$ cat config.mk
export PLATFORM = sky130hd
export DESIGN_NAME = vga_fb_scheduler
export DESIGN_NICKNAME = d
export VERILOG_FILES = /design/src/rtl/vga_fb_scheduler.sv
export SDC_FILE = /design/constraint.sdc
export NUM_CORES = 1
export LEC_CHECK = 0
export ABC_AREA = 1
export BUFFER_PORTS_ARGS = -buffer_cell sky130_fd_sc_hd__buf_2
export CAP_MARGIN = 30
export CORE_MARGIN = 2
export CORE_UTILIZATION = 56
export DETAILED_ROUTE_END_ITERATION = 6
export GPL_TIMING_DRIVEN = 0
export PLACE_DENSITY = 0.77
export SYNTH_ARGS = -nofsm -noshare
export SYNTH_HDL_FRONTEND = slang
export SYNTH_SLANG_ARGS = --single-unit
export TNS_END_PERCENT = 30
$ cat constraint.sdc
create_clock -name px_clk -period 3.05 [get_ports px_clk]
set_input_delay 0.305 -clock px_clk [delete_from_list [all_inputs] [get_ports px_clk]]
set_output_delay 0.305 -clock px_clk [all_outputs]
set_load 0.02 [all_outputs]
$ cat src/rtl/vga_fb_scheduler.sv
// Shares one frame-buffer RAM port: display reads win in the active area, queued pixel writes drain otherwise.
// Display latency 3 cycles (coords -> px_data); writer is stalled when the FIFO is full or a page flip is pending.
module vga_fb_scheduler #(
    parameter int H_ACTIVE   = 640,
    parameter int V_ACTIVE   = 480,
    parameter int H_BITS     = 10,
    parameter int V_BITS     = 9,
    parameter int DATA_W     = 12,
    parameter int FIFO_DEPTH = 4
) (
    input  logic                     px_clk,
    input  logic                     rst,
    input  logic [10:0]              px_h,
    input  logic [10:0]              px_v,
    output logic [DATA_W-1:0]        px_data,
    input  logic                     wr_valid,
    output logic                     wr_ready,
    input  logic [H_BITS+V_BITS-1:0] wr_addr,
    input  logic [DATA_W-1:0]        wr_data,
    input  logic                     swap_req,
    output logic                     swap_done,
    output logic                     front_page,
    output logic                     mem_en,
    output logic                     mem_we,
    output logic [V_BITS+H_BITS:0]   mem_addr,
    output logic [DATA_W-1:0]        mem_wdata,
    input  logic [DATA_W-1:0]        mem_rdata
);
    localparam int A_W   = H_BITS + V_BITS;
    localparam int PTR_W = $clog2(FIFO_DEPTH);
    localparam logic [10:0]    L_H_ACT = 11'(H_ACTIVE);
    localparam logic [10:0]    L_V_ACT = 11'(V_ACTIVE);
    localparam logic [PTR_W:0] L_FULL  = (PTR_W+1)'(FIFO_DEPTH);

    typedef enum logic {
        S_RUN  = 1'b0,
        S_PEND = 1'b1
    } state_t;

    state_t r_state;
    state_t w_state_nxt;
    logic   w_flip;

    logic [A_W-1:0]    r_fifo_addr [FIFO_DEPTH];
    logic [DATA_W-1:0] r_fifo_data [FIFO_DEPTH];
    logic [PTR_W-1:0]  r_wptr;
    logic [PTR_W-1:0]  r_rptr;
    logic [PTR_W:0]    r_count;

    logic w_active;
    logic w_empty;
    logic w_full;
    logic w_push;
    logic w_pop;

    logic                   r_front;
    logic                   r_swap_done;
    logic                   r_mem_en;
    logic                   r_mem_we;
    logic [V_BITS+H_BITS:0] r_mem_addr;
    logic [DATA_W-1:0]      r_mem_wdata;
    logic                   r_act1;
    logic                   r_act2;
    logic [DATA_W-1:0]      r_px_data;

    assign w_active = (px_h < L_H_ACT) && (px_v < L_V_ACT);
    assign w_empty  = (r_count == '0);
    assign w_full   = (r_count == L_FULL);
    assign wr_ready = !w_full && (r_state == S_RUN);
    assign w_push   = wr_valid && wr_ready;
    // Pop looks only at entries already stored, so a same-cycle push never bypasses to the RAM.
    assign w_pop    = !w_active && !w_empty;

    always_ff @(posedge px_clk) begin
        if (w_push) begin
            r_fifo_addr[r_wptr] <= wr_addr;
            r_fifo_data[r_wptr] <= wr_data;
        end
    end

    always_ff @(posedge px_clk or posedge rst) begin
        if (rst) begin
            r_wptr  <= '0;
            r_rptr  <= '0;
            r_count <= '0;
        end else begin
            if (w_push) r_wptr <= r_wptr + 1'b1;
            if (w_pop)  r_rptr <= r_rptr + 1'b1;
            if (w_push && !w_pop)
                r_count <= r_count + 1'b1;
            else if (w_pop && !w_push)
                r_count <= r_count - 1'b1;
        end
    end

    always_comb begin
        w_state_nxt = r_state;
        w_flip      = 1'b0;
        case (r_state)
            S_RUN: begin
                if (swap_req) w_state_nxt = S_PEND;
            end
            S_PEND: begin
                // Flip only once every queued write has landed in the old back page.
                if (w_empty && (px_v >= L_V_ACT)) begin
                    w_flip      = 1'b1;
                    w_state_nxt = S_RUN;
                end
            end
        endcase
    end

    always_ff @(posedge px_clk or posedge rst) begin
        if (rst) begin
            r_state     <= S_RUN;
            r_front     <= 1'b0;
            r_swap_done <= 1'b0;
        end else begin
            r_state     <= w_state_nxt;
            r_front     <= r_front ^ w_flip;
            r_swap_done <= w_flip;
        end
    end

    always_ff @(posedge px_clk or posedge rst) begin
        if (rst) begin
            r_mem_en    <= 1'b0;
            r_mem_we    <= 1'b0;
            r_mem_addr  <= '0;
            r_mem_wdata <= '0;
            r_act1      <= 1'b0;
            r_act2      <= 1'b0;
            r_px_data   <= '0;
        end else begin
            r_mem_en <= w_active || w_pop;
            r_mem_we <= w_pop;
            if (w_active) begin
                r_mem_addr <= {r_front, px_v[V_BITS-1:0], px_h[H_BITS-1:0]};
            end else if (w_pop) begin
                r_mem_addr  <= {~r_front, r_fifo_addr[r_rptr]};
                r_mem_wdata <= r_fifo_data[r_rptr];
            end
            r_act1    <= w_active;
            r_act2    <= r_act1;
            r_px_data <= r_act2 ? mem_rdata : '0;
        end
    end

    assign px_data    = r_px_data;
    assign swap_done  = r_swap_done;
    assign front_page = r_front;
    assign mem_en     = r_mem_en;
    assign mem_we     = r_mem_we;
    assign mem_addr   = r_mem_addr;
    assign mem_wdata  = r_mem_wdata;

endmodule

## After elaboration in Yosys (flattened, before gate mapping)

Memories as Yosys holds them, arrays and structs flattened. A register that Yosys moved wholly into a read port is not among the register bits.
Cells that the tools add are included.

| operators by class | value |
|---|---|
| add/subtract/negate cells | 4 |
| multiplexer cells | 12 |
| bitwise logic cells | 4 |
| reduce and logical (&&, ||, !) cells | 17 |
| equality and inequality tests | 1 |
| order comparisons | 3 |

Operator list:

| cell | number |
|---|---|
| two-way mux 20 bit | 2 |
| two-way mux 12 bit | 1 |
| greater-or-equal comparator 11 x 9 -> 1 bit (second input constant) | 1 |
| < comparator 11 x 10 -> 1 bit (second input constant) | 1 |
| < comparator 11 x 9 -> 1 bit (second input constant) | 1 |
| logical AND 1 bit | 7 |
| two-way mux 1 bit | 6 |
| two-way mux 3 bit | 2 |
| zero test 1 bit | 5 |
| adder 2 x 1 -> 2 bit (second input constant) | 2 |
| nonzero test 2 bit | 2 |
| adder 3 x 1 -> 3 bit (second input constant) | 1 |
| equality test 3 bit (second input constant) | 1 |
| zero test 3 bit | 1 |
| NOT 1 bit | 3 |
| subtractor 3 x 1 -> 3 bit (second input constant) | 1 |
| one-hot mux 1 bit (2 select lines) | 1 |
| AND reduction 2 bit | 1 |
| logical OR 1 bit | 1 |
| bitwise XOR 1 bit | 1 |

| storage, ports and cells | value |
|---|---|
| memory bits (writable) | 124 |
| memories kept | 2 |
| register bits | 46 |
| logic and storage cells | 55 |

Memories:

| memory | words | width | read ports | clocked after Yosys merged registers in | wr ports | RTL line | source |
|---|---|---|---|---|---|---|---|
| r_fifo_addr | 4 | 19 | 1 | 0 | 1 | 44 | `logic [A_W-1:0] r_fifo_addr [FIFO_DEPTH];` |
| r_fifo_data | 4 | 12 | 1 | 1 | 1 | 45 | `logic [DATA_W-1:0] r_fifo_data [FIFO_DEPTH];` |

## Logic depth before layout (Yosys ltp)

Gate-level depths: netlist of run 1.

| logic depth | value |
|---|---|
| depth in word-level cells | 8 |
| mapped depth | 12 |

## Worst setup path after synthesis of run 1

OpenSTA, ideal clock, no wires.

| timing path | value |
|---|---|
| path type | register to register |
| start | register r_count[0] |
| end | memory r_fifo_addr[0][0] (netlist name) (enable) |
| stages on the path, launching flop included | 5 |
| arrival time | 2097 ps |
| slack | 534 ps |
| library setup time | 419 ps |
| period minus slack after synthesis | 2516 ps |
| cell sequence | dfrtp_1 inv_1 nand3_1 nand3_1 nor2_1 |

| on the way | value |
|---|---|
| cells in the longest elaborated chain, start to end | 6 |

RTL lines:

| item | RTL line | source |
|---|---|---|
| start: declaration | 48 | `logic [PTR_W:0] r_count;` |
| start signal: assignment | 90 | `r_count <= r_count + 1'b1;` |
| start signal: assignment | 92 | `r_count <= r_count - 1'b1;` |
| equality test 3 bit | 68 | `assign w_full = (r_count == L_FULL);` |
| zero test 1 bit | 69 | `assign wr_ready = !w_full && (r_state == S_RUN);` |
| logical AND 1 bit | 69 |  |
| logical AND 1 bit | 70 | `assign w_push = wr_valid && wr_ready;` |
| two-way mux 1 bit | 75 | `if (w_push) begin` |
| two-way mux 1 bit (implied by the code) | 76 | `r_fifo_addr[r_wptr] <= wr_addr;` |
| end: declaration | 44 |  |

Every way passes these cells.

## Worst setup path after layout of run 1

| timing path | value |
|---|---|
| start | register r_count[0] |
| end | register r_count[2] |

| on the way | value |
|---|---|
| cells in the longest elaborated chain, start to end | 7 |
| elaborated cells between the ends (all ways) | 16 |
| classes of those cells | add/sub: 2; eq/ne: 1; mux: 2; reduce/logical: 11 |

RTL lines:

| item | RTL line | source |
|---|---|---|
| equality test 3 bit * | 68 |  |
| zero test 1 bit * | 69 |  |
| logical AND 1 bit * | 69 |  |
| logical AND 1 bit * | 70 |  |
| net w_push | 53 | `logic w_push;` |
| zero test 1 bit | 91 | `else if (w_pop && !w_push)` |
| logical AND 1 bit | 91 |  |
| nonzero test 2 bit (no source line) | n/a |  |

Mark *: on every way through the listed nets, which the timed path passes. The rest lies on a longest branch. The select of a mux whose other input is x is not followed.
A chain may end at the register's enable or synchronous reset.

==> impl_metrics.json, run 1 <==
{
  "final_nets": 926,
  "tightest_slew_ns": 0.638,
  "cts_tree": "yes",
  "critPathTopFamily": "adder cells",
  "maxSlewViolCount": 0,
  "cts.sinks": 182,
  "cp_max_fo": 6,
  "rsz0062_at_grt": "no",
  "ir_drop_uv": 614,
  "critPathSlowestCell": "dfrtp_1",
  "drcViolationCount": 0,
  "required_ns": 3.37,
  "synth-seq-cells": 182,
  "wire_per_inst_microns": 16.7,
  "synth_cells": 709,
  "grt_max_degree": 45,
  "fmax_ghz": 0.423,
  "fin_crit_ns": 2.36,
  "port_buffers": 117,
  "numCtsBuffers": 17,
  "io-pin-count": 118,
  "viasPerCell": 5.28,
  "setup_viol": 0,
  "start_kind": "flip-flop",
  "critPathKind": "reg2reg",
  "finalPower_mw": 8.62,
  "post-place-ws_ns": 0.542,
  "core.rowCount": 42,
  "fin_ws_ns": 0.685,
  "netlist_area_sq_um": 7490,
  "insertion_delay_ns": 0.44,
  "design.die.area_sq_um": 14300,
  "hold_ws_ns": 0.0606,
  "grt_overflow_total": 0,
  "final_layout_size_suffix_gt1_frac": 0.214,
  "final.period_utilization": 0.775,
  "wl_microns": 17400,
  "slowest_delay_ns": 0.47,
  "ys_types": 27,
  "ys_warn_count": 0,
  "hold_viol": 0,
  "path_clk_slew_ns": 0.06,
  "cap_violations": 0,
  "core_region_area_sq_um": 13100,
  "tns_ns": 0,
  "vias": 5495,
  "antenna_found_initial": 1,
  "syn_to_final_growth_pct": 21.9,
  "track_usage": 0.255,
  "clockBufferDepth": 2,
  "synthArstFlopShare": 0.319,
  "ys.flop_type": "edfxtp_1",
  "max-slew-margin-rel": 0.575,
  "clockRootBuffer": "clkbuf_16",
  "seq_area_frac_synth": 0.691,
  "critical-path-top-cell-by-count": "inv_1",
  "outcome": "complete, no violations",
  "initial_utilization": 0.570,
  "die_h_microns": 120,
  "cp.arrival_ns": 2.68,
  "grt_pass1_wl_microns": 27100,
  "syn_area_per_cell_sq_um": 10.6,
  "grt_pass1_vias": 5253,
  "powerDensity_nw_per_um2": 945,
  "syn-num-nets": 784,
  "clock_skew_ns": 0.00735,
  "synth_edf_count": 124,
  "cts.htree.levels": 4,
  "drt_first_pass_iters": 5,
  "antenna_left": 0,
  "post_cts_buffers": 0,
  "hp-class": "in2reg",
  "fillers": 901,
  "dieWidth_microns": 120,
  "crit_chain": "inv_1 > nand3_1 > nand3_1 > inv_1 > ha_1 > inv_1 > fa_1 > a21oi_1 > o21ai_0 > xnor2_1",
  "gp_congestion": 0.792,
  "cp_num_buf_inv": 3,
  "post-dp-hpwl_microns": 11300,
  "critPathCaptureType": "flip-flop",
  "dr.first_iter.drc_count": 530,
  "leakage_nw": 4.26
}
==> registers in the layout (all words and copies together) (netlist names), 2 cells and up <==
name and count:
r_wptr 2, px_data 12, mem_wdata 12, mem_addr 20
r_count 3, r_fifo_data 48, r_fifo_addr 76, r_rptr 2
==> timing repair <==
item / CTS / global route
endpoints found under the setup margin: 0 / 0
hold buffers: 1 / 0
gates resized for setup: 0 / 0
endpoints found under the hold margin: 14 / 0
==> kinds of logic (layout without fill, tap and decap cells) <==
group | after synthesis | in the layout | synth area share
adder cells (fa/ha/maj) | 6 | 6 | 0.0110
AND/OR/NAND/NOR | 355 | 355 | 0.199
buffers and inverters | 128 | 283 | 0.0707
other | 0 | 1 | 0
flip-flops | 182 | 182 | 0.691
XOR/XNOR | 5 | 5 | 0.00585
AO/OA/AOI/OAI | 33 | 33 | 0.0222
==> cell type report <==
class | count | area, sq um | area share
Multi-Input combinational cell | 399 | 1810 | 0.199
Tap cell | 176 | 220 | 0.0241
Clock inverter | 11 | 199 | 0.0218
Sequential cell | 182 | 5170 | 0.567
Clock buffer | 21 | 460 | 0.0505
Antenna cell | 1 | 2.50 | 0.000274
Timing Repair Buffer | 123 | 726 | 0.0795
Buffer | 32 | 168 | 0.0184
Inverter | 96 | 362 | 0.0396
==> path summary, 6_finish.rpt <==
path	from	end	slack, ns	cells after the start
min in group asynchronous	rst	mem_addr[12]	0.38	3
hold reg to reg	r_act1	r_act2	0.36	0
max in group asynchronous	rst	mem_wdata[10]	2.11	4
hold / removal	mem_rdata[6]	px_data[6]	0.06	3
setup / recovery	r_count[0]	r_count[2]	0.69	10
setup reg to reg	r_count[0]	r_count[2]	0.69	10
==> routing by layer <==
layer | up-vias | part of all wire | track usage
li1 | 2566 | - | -
met1 | 2583 | 0.40 | 0.322
met2 | 299 | 0.49 | 0.410
met3 | 47 | 0.083 | 0.0675
met4 | 0 | 0.027 | 0.124
met5 | - | 0 | 0
==> metrics by stage <==
step / cell area (sq um) / util / instances
after floorplan: 7490 / - / 709
after global placement: 8290 / 0.631 / 1002
after detailed placement: 8450 / 0.643 / 1007
after CTS: 9120 / 0.694 / 1040
after global routing: 9120 / 0.694 / 1041
final: 9120 / 0.694 / 1041
==> cell usage after synthesis, drive strengths merged, types with 2 or more instances <==
| library cell | instances | share of area |
|---|---|---|
| nand2 | 216 | 0.11 |
| o21ai | 29 | 0.019 |
| xor2 | 2 | 0.0023 |
| a21oi | 3 | 0.0020 |
| nand3b | 2 | 0.0020 |
| clkinv | 3 | 0.0017 |
| buf | 24 | 0.018 |
| ha | 5 | 0.0084 |
| nand3 | 89 | 0.060 |
| clkbuf | 8 | 0.0040 |
| dfrtp | 58 | 0.19 |
| xnor2 | 3 | 0.0035 |
| edfxtp | 124 | 0.50 |
| nor2 | 46 | 0.024 |
| inv | 93 | 0.047 |
==> worst register-to-register path, delay by kind of cell (launching register included) <==
family	cells	cell delay, ns
AO/OA/AOI/OAI	2	0.25
AND/OR/NAND/NOR	2	0.42
flip-flops	1	0.47
buffers and inverters	3	0.42
adder cells (fa/ha/maj)	2	0.56
XOR/XNOR	1	0.14
==> power breakdown <==
part	switching, mW	leakage (nW)	total [mW]	internal (mW)
Combinational	1.97	2.11	2.90	0.925
Sequential	0.229	1.83	3.31	3.08
Clock	0.914	0.321	2.42	1.50
Total	3.11	4.26	8.62	5.51
==> layout by cell type, fill, tap and decap left out, types with 2 or more instances in the layout <==
| master | netlist | routed |
|---|---|---|
| nand2_1 | 214 | 214 |
| buf_2 | 17 | 134 |
| edfxtp_1 | 124 | 124 |
| inv_1 | 91 | 90 |
| nand3_1 | 89 | 89 |
| dfrtp_1 | 58 | 58 |
| nor2_1 | 45 | 41 |
| o21ai_0 | 27 | 27 |
| clkbuf_16 | 0 | 17 |
| clkbuf_1 | 8 | 10 |
| nor2_4 | 1 | 5 |
| ha_1 | 5 | 5 |
| bufinv_16 | 0 | 5 |
| clkinv_4 | 0 | 5 |
| buf_16 | 0 | 4 |
| a21oi_1 | 3 | 3 |
| inv_2 | 2 | 3 |
| buf_6 | 3 | 3 |
| buf_1 | 3 | 3 |
| xnor2_1 | 3 | 3 |
| nand2_4 | 2 | 2 |
| clkinv_1 | 2 | 2 |
| o21ai_1 | 2 | 2 |
| nand3b_1 | 2 | 2 |
| clkinv_2 | 1 | 2 |
| xor2_1 | 2 | 2 |
| clkbuf_8 | 0 | 2 |
No activity file was read; power rests on OpenSTA's default activity.
==> inputs of run 2 (changes only) <==
CORE_UTILIZATION = 51   (was 56)
PLACE_DENSITY = 0.74   (was 0.77)
clock period = 2.1 ns   (was 3.05 ns; I/O delays follow)
==> run 2 against run 1 <==
Against the previous run:
- wire length decreased by 4.0%
- critical path depth decreased by 1
- register-to-register slack got worse by 0.52 ns
- utilization decreased by 4.3 points
- flip-flop and latch count unchanged
- largest cell class unchanged
- clock power increased by 24%
- critical path type unchanged
- sequential share of layout area decreased by 1.6 points
- sequential power increased by 45%
- first-iteration DRC count decreased by 17%
==> impl_metrics.json, run 2 (synthesis gave the netlist of run 1 again) <==
{
  "outcome": "complete, no violations",
  "gp_congestion": 0.761,
  "path_clk_slew_ns": 0.06,
  "tightest_slew_ns": 0.647,
  "fillers": 1112,
  "layout_common_cells": "214 x nand2_1, 134 x buf_2, 124 x edfxtp_1, 89 x inv_1, 87 x nand3_1",
  "track_usage": 0.217,
  "wl_microns": 16700,
  "io-pin-count": 118,
  "maxSlewViolCount": 0,
  "grt_pass1_wl_microns": 26000,
  "final_nets": 964,
  "grt_overflow_total": 0,
  "fmax_ghz": 0.516,
  "critPathKind": "reg2reg",
  "port_buffers": 117,
  "ir_drop_uv": 571,
  "numCtsBuffers": 17,
  "cts.htree.levels": 4,
  "drcViolationCount": 0,
  "initial_utilization": 0.519,
  "fin_crit_ns": 1.94,
  "critPathCaptureType": "flip-flop",
  "cp.arrival_ns": 2.25,
  "design.die.area_sq_um": 15700,
  "antenna_cells": 0,
  "start_kind": "flip-flop",
  "die_h_microns": 125,
  "slowest_delay_ns": 0.45,
  "powerDensity_nw_per_um2": 1280,
  "viasPerCell": 4.97,
  "rsz0062_at_grt": "no",
  "cts.sinks": 182,
  "dieWidth_microns": 125,
  "core_region_area_sq_um": 14400,
  "final.period_utilization": 0.923,
  "setup_viol": 0,
  "cts_tree": "yes",
  "layout_commonest_cell": "nand2_1",
  "grt_pass1_vias": 5192,
  "vias": 5399,
  "largest_register_ffs": 76,
  "clockRootBuffer": "clkbuf_16",
  "hold_ws_ns": 0.00478,
  "post-dp-hpwl_microns": 10800,
  "required_ns": 2.41,
  "stdcell_count": 1086,
  "drt_first_pass_iters": 5,
  "final_util": 0.652,
  "dr.first_iter.drc_count": 440,
  "insertion_delay_ns": 0.42,
  "finalPower_mw": 12.0,
  "critPathSlowestCell": "dfrtp_2",
  "wire_per_inst_microns": 15.4,
  "leakage_nw": 4.36,
  "crit_chain": "nor3_4 > inv_2 > nand2_8 > ha_1 > inv_1 > fa_1 > a21oi_1 > o21ai_0 > xnor2_1",
  "post-place-ws_ns": -0.391,
  "grt_max_degree": 36,
  "worstReg2RegStart": "r_count[2]",
  "cap_violations": 0,
  "cp_max_fo": 5,
  "clockBufferDepth": 2,
  "antenna_found_initial": 0,
  "core.rowCount": 44,
  "hp-class": "in2reg",
  "clock_skew_ns": 0.00935,
  "cp_num_buf_inv": 2,
  "final_layout_size_suffix_gt1_frac": 0.213,
  "hold_viol": 0,
  "startpoint": "r_count[2]",
  "regMostFlops": "r_fifo_addr",
  "antenna_left": 0,
  "min_from": "px_v[3]",
  "syn_to_final_growth_pct": 25.6,
  "fin_ws_ns": 0.161,
  "max-slew-margin-rel": 0.568,
  "critPathTopFamily": "adder cells",
  "dp_cells": 1015
}
## run 2: cell types whose count changed in the layout (fill, tap and decap cells not counted), moves of 3 or more
cell,previous run,this run
bufinv_16,5,1
clkinv_4,5,1
buf_4,1,7
clkbuf_1,10,13
buf_16,4,1
buf_12,1,4
dlygate4sd3_1,1,33
clkinvlp_4,0,3
## run 2: cell type report
cell class	count	area (sq um)	share of cell area
inverter	96	362	0.0385
multi-input combinational	399	1840	0.196
timing repair buffer	162	1080	0.114
sequential	182	5180	0.551
clock inverter	8	75.1	0.00799
tap	184	230	0.0245
buffer	31	160	0.0170
clock buffer	24	483	0.0514
## run 2: repair_timing
item / CTS / global route
endpoints found under the hold margin: 94 / 11
pin swaps: 1 / 2
setup endpoints to repair: 2 / 1
hold buffers: 30 / 3
setup buffers: 1 / 6
gates resized for setup: 4 / 3
## run 2: final timing paths
| check | to | slack [ns] | cells past startpoint |
|---|---|---|---|
| max | r_count[2] | 0.16 | 9 |
| max reg2reg | r_count[2] | 0.16 | 9 |
| max in group asynchronous | r_count[0] | 1.13 | 4 |
| min | mem_addr[13] | 0.005 | 3 |
| min reg2reg | r_act2 | 0.37 | 0 |
| min in group asynchronous | mem_addr[16] | 0.38 | 3 |
## run 2: metal layers
| metal | track usage | vias to the layer above | part of all wire |
|---|---|---|---|
| met2 | 0.363 | 216 | 0.48 |
| met3 | 0.0535 | 17 | 0.082 |
| met4 | 0.0556 | 0 | 0.010 |
| met1 | 0.286 | 2525 | 0.43 |
| li1 | - | 2641 | - |
| met5 | 0 | - | 0 |
## run 2: power by group
| group | switching (mW) | leakage, nW | total [mW] | internal (mW) |
|---|---|---|---|---|
| logic | 2.80 | 2.26 | 4.22 | 1.42 |
| clock network | 1.26 | 0.263 | 2.99 | 1.73 |
| registers | 0.326 | 1.83 | 4.80 | 4.48 |
## run 2: worst reg2reg max path: stages (launching register included)
cell and delay [ns]:
dfrtp_2 0.45, nor3_4 0.23, inv_2 0.09, nand2_8 0.08, ha_1 0.14, inv_1 0.06, fa_1 0.38, a21oi_1 0.15
o21ai_0 0.12, xnor2_1 0.14
## run 2: stage by stage
stage / setup TNS (ns) / instance area (sq um)
after global routing: 0 / 9400
after CTS: 0 / 9320
after floorplan: -51.55 / 7490
final: 0 / 9400
after global placement: -206.92 / 8300
after detailed placement: -0.581 / 8440
==> inputs of run 3 (changes only) <==
CORE_ASPECT_RATIO = 2   (was default)
==> run 3 against run 2 <==
Against the previous run:
- the flow now finishes with violations (setup timing)
- wire length is 3.5% higher
- total power rose by 0.20%
- flip-flop and latch count is the same
- cell area is 0.44% higher
- worst setup slack got worse by 0.16 ns
- critical endpoint unchanged
- largest cell class unchanged
==> impl_metrics.json, run 3 (synthesis gave the netlist of run 1 again) <==
{
  "outcome": "finished, violations left",
  "violations": "setup timing",
  "cp_num_buf_inv": 3,
  "multi_input_area_sq_um": 1840,
  "r2r_end": "r_count[2]",
  "antenna_found_initial": 0,
  "gp_congestion": 0.829,
  "clockRootBuffer": "clkbuf_16",
  "dr.first_iter.drc_count": 506,
  "critical-path-top-cell-by-count": "inv_1",
  "max-slew-margin-rel": 0.575,
  "numCtsBuffers": 17,
  "required_ns": 2.39,
  "tightest_slew_ns": 0.637,
  "post-dp-hpwl_microns": 11800,
  "tns_ns": -0.000705,
  "fin_crit_ns": 2.10,
  "critPathSlowestCell": "dfrtp_1",
  "layout_commonest_cell": "nand2_1",
  "dieWidth_microns": 89.7,
  "clockBufferDepth": 2,
  "setup.worst_path.end": "r_count[2]",
  "startpoint": "r_count[1]",
  "antenna_left": 0,
  "powerDensity_nw_per_um2": 1280,
  "insertion_delay_ns": 0.43,
  "die_h_microns": 175,
  "clock_skew_ns": 0.0101,
  "reg2reg_depth": 10,
  "port_buffers": 117,
  "cp.arrival_ns": 2.39,
  "grt_pass1_vias": 5309,
  "cap_violations": 0,
  "ir_drop_uv": 755,
  "worst-path-stages": 10,
  "vias": 5454,
  "slowest_delay_ns": 0.44,
  "cp_max_fo": 5,
  "drt_first_pass_iters": 7,
  "syn_to_final_growth_pct": 26.1,
  "layout_common_cells": "214 x nand2_1, 134 x buf_2, 124 x edfxtp_1, 89 x inv_1, 87 x nand3_1",
  "viasPerCell": 4.97,
  "dp_cells": 1023,
  "core_region_area_sq_um": 14400,
  "stdcell_count": 1097,
  "fin_ws_ns": -0.000705,
  "wl_microns": 17300,
  "fillers": 1108,
  "crit_chain": "inv_2 > nand3_2 > nand3_4 > inv_1 > ha_1 > inv_1 > fa_1 > a21oi_1 > o21ai_0 > xnor2_1",
  "grt_overflow_total": 0,
  "critPathCaptureType": "flip-flop",
  "critPathTopFamily": "adder cells",
  "wire_per_inst_microns": 15.7,
  "final_nets": 967,
  "grt_max_degree": 34,
  "final.period_utilization": 1.00,
  "grt_pass1_wl_microns": 26000,
  "area.sequential_sq_um": 5180,
  "fmax_ghz": 0.476,
  "setup_viol": 1,
  "core.rowCount": 62,
  "hold_viol": 0,
  "cts.sinks": 182,
  "largest_register_ffs": 76,
  "hp-class": "in2reg",
  "initial_utilization": 0.522,
  "critPathKind": "reg2reg",
  "start_kind": "flip-flop",
  "final_layout_size_suffix_gt1_frac": 0.221,
  "regMostFlops": "r_fifo_addr",
  "worstReg2RegStart": "r_count[1]",
  "finalPower_mw": 12.0,
  "antenna_cells": 0,
  "design.die.area_sq_um": 15700,
  "track_usage": 0.225,
  "cts.htree.levels": 4,
  "path_clk_slew_ns": 0.07,
  "maxSlewViolCount": 0,
  "io-pin-count": 118,
  "leakage_nw": 4.38,
  "hold_ws_ns": 0.00407,
  "r2r_slack_ns": -0.0007,
  "cts_tree": "yes",
  "drcViolationCount": 0
}
[run 3: metrics by stage]
step	setup slack, ns	area [sq um]	util
after detailed placement	-0.329	8450	0.589
after global routing	-0.0715	9440	0.658
final	-0.000705	9440	0.658
after CTS	0.00556	9360	0.652
after global placement	-1.60	8310	0.579
after floorplan	-0.416	7490	-
[run 3: repair_timing]
| action | in CTS | in global routing |
|---|---|---|
| resized for setup | 5 | 2 |
| buffers inserted | 2 | 7 |
| hold buffers | 31 | 3 |
| setup endpoints to repair | 22 | 2 |
| hold endpoints to repair | 97 | 12 |
| pin swaps | 1 | 3 |
[run 3: how the worst min path moves through the flow]
stage                startpoint                 end  slack [ns]  depth (start not counted)
CTS                 wr_addr[10]  r_fifo_addr[1][10]      0.0002                          1
global placement         r_act1              r_act2        0.33                          0
global route         wr_addr[5]   r_fifo_addr[1][5]      0.0002                          1
finish               wr_addr[1]   r_fifo_addr[0][1]       0.004                          1
detailed placement       r_act1              r_act2        0.33                          0
floorplan            wr_addr[0]   r_fifo_addr[0][0]        0.31                          0
[run 3: area by class of cell]
cell class,count,area share
plain buffers,31,0.0170
clock buffers,17,0.0451
clock inverters,15,0.0147
inverters,96,0.0383
multi-input cells,399,0.195
flip-flops and latches,182,0.548
well taps,192,0.0254
repair buffers,165,0.117
[run 3: worst register-to-register path: stages (launching register included)]
cell	delay, ns
dfrtp_1	0.44
inv_2	0.08
nand3_2	0.10
nand3_4	0.11
inv_1	0.13
ha_1	0.15
inv_1	0.08
fa_1	0.39
a21oi_1	0.16
o21ai_0	0.16
xnor2_1	0.17
[run 3: report_power, final]
| group | internal [mW] | switching (mW) |
|---|---|---|
| Combinational | 1.45 | 2.80 |
| Sequential | 4.47 | 0.319 |
| Clock | 1.57 | 1.43 |
| Total | 7.49 | 4.55 |
[run 3: layer usage]
metal | global-route usage | routed length, microns | up-vias
li1 | - | - | 2642
met1 | 0.228 | 6160 | 2561
met2 | 0.415 | 9510 | 204
met3 | 0.0493 | 945 | 47
met4 | 0.104 | 647 | 0
met5 | 0 | 0 | -
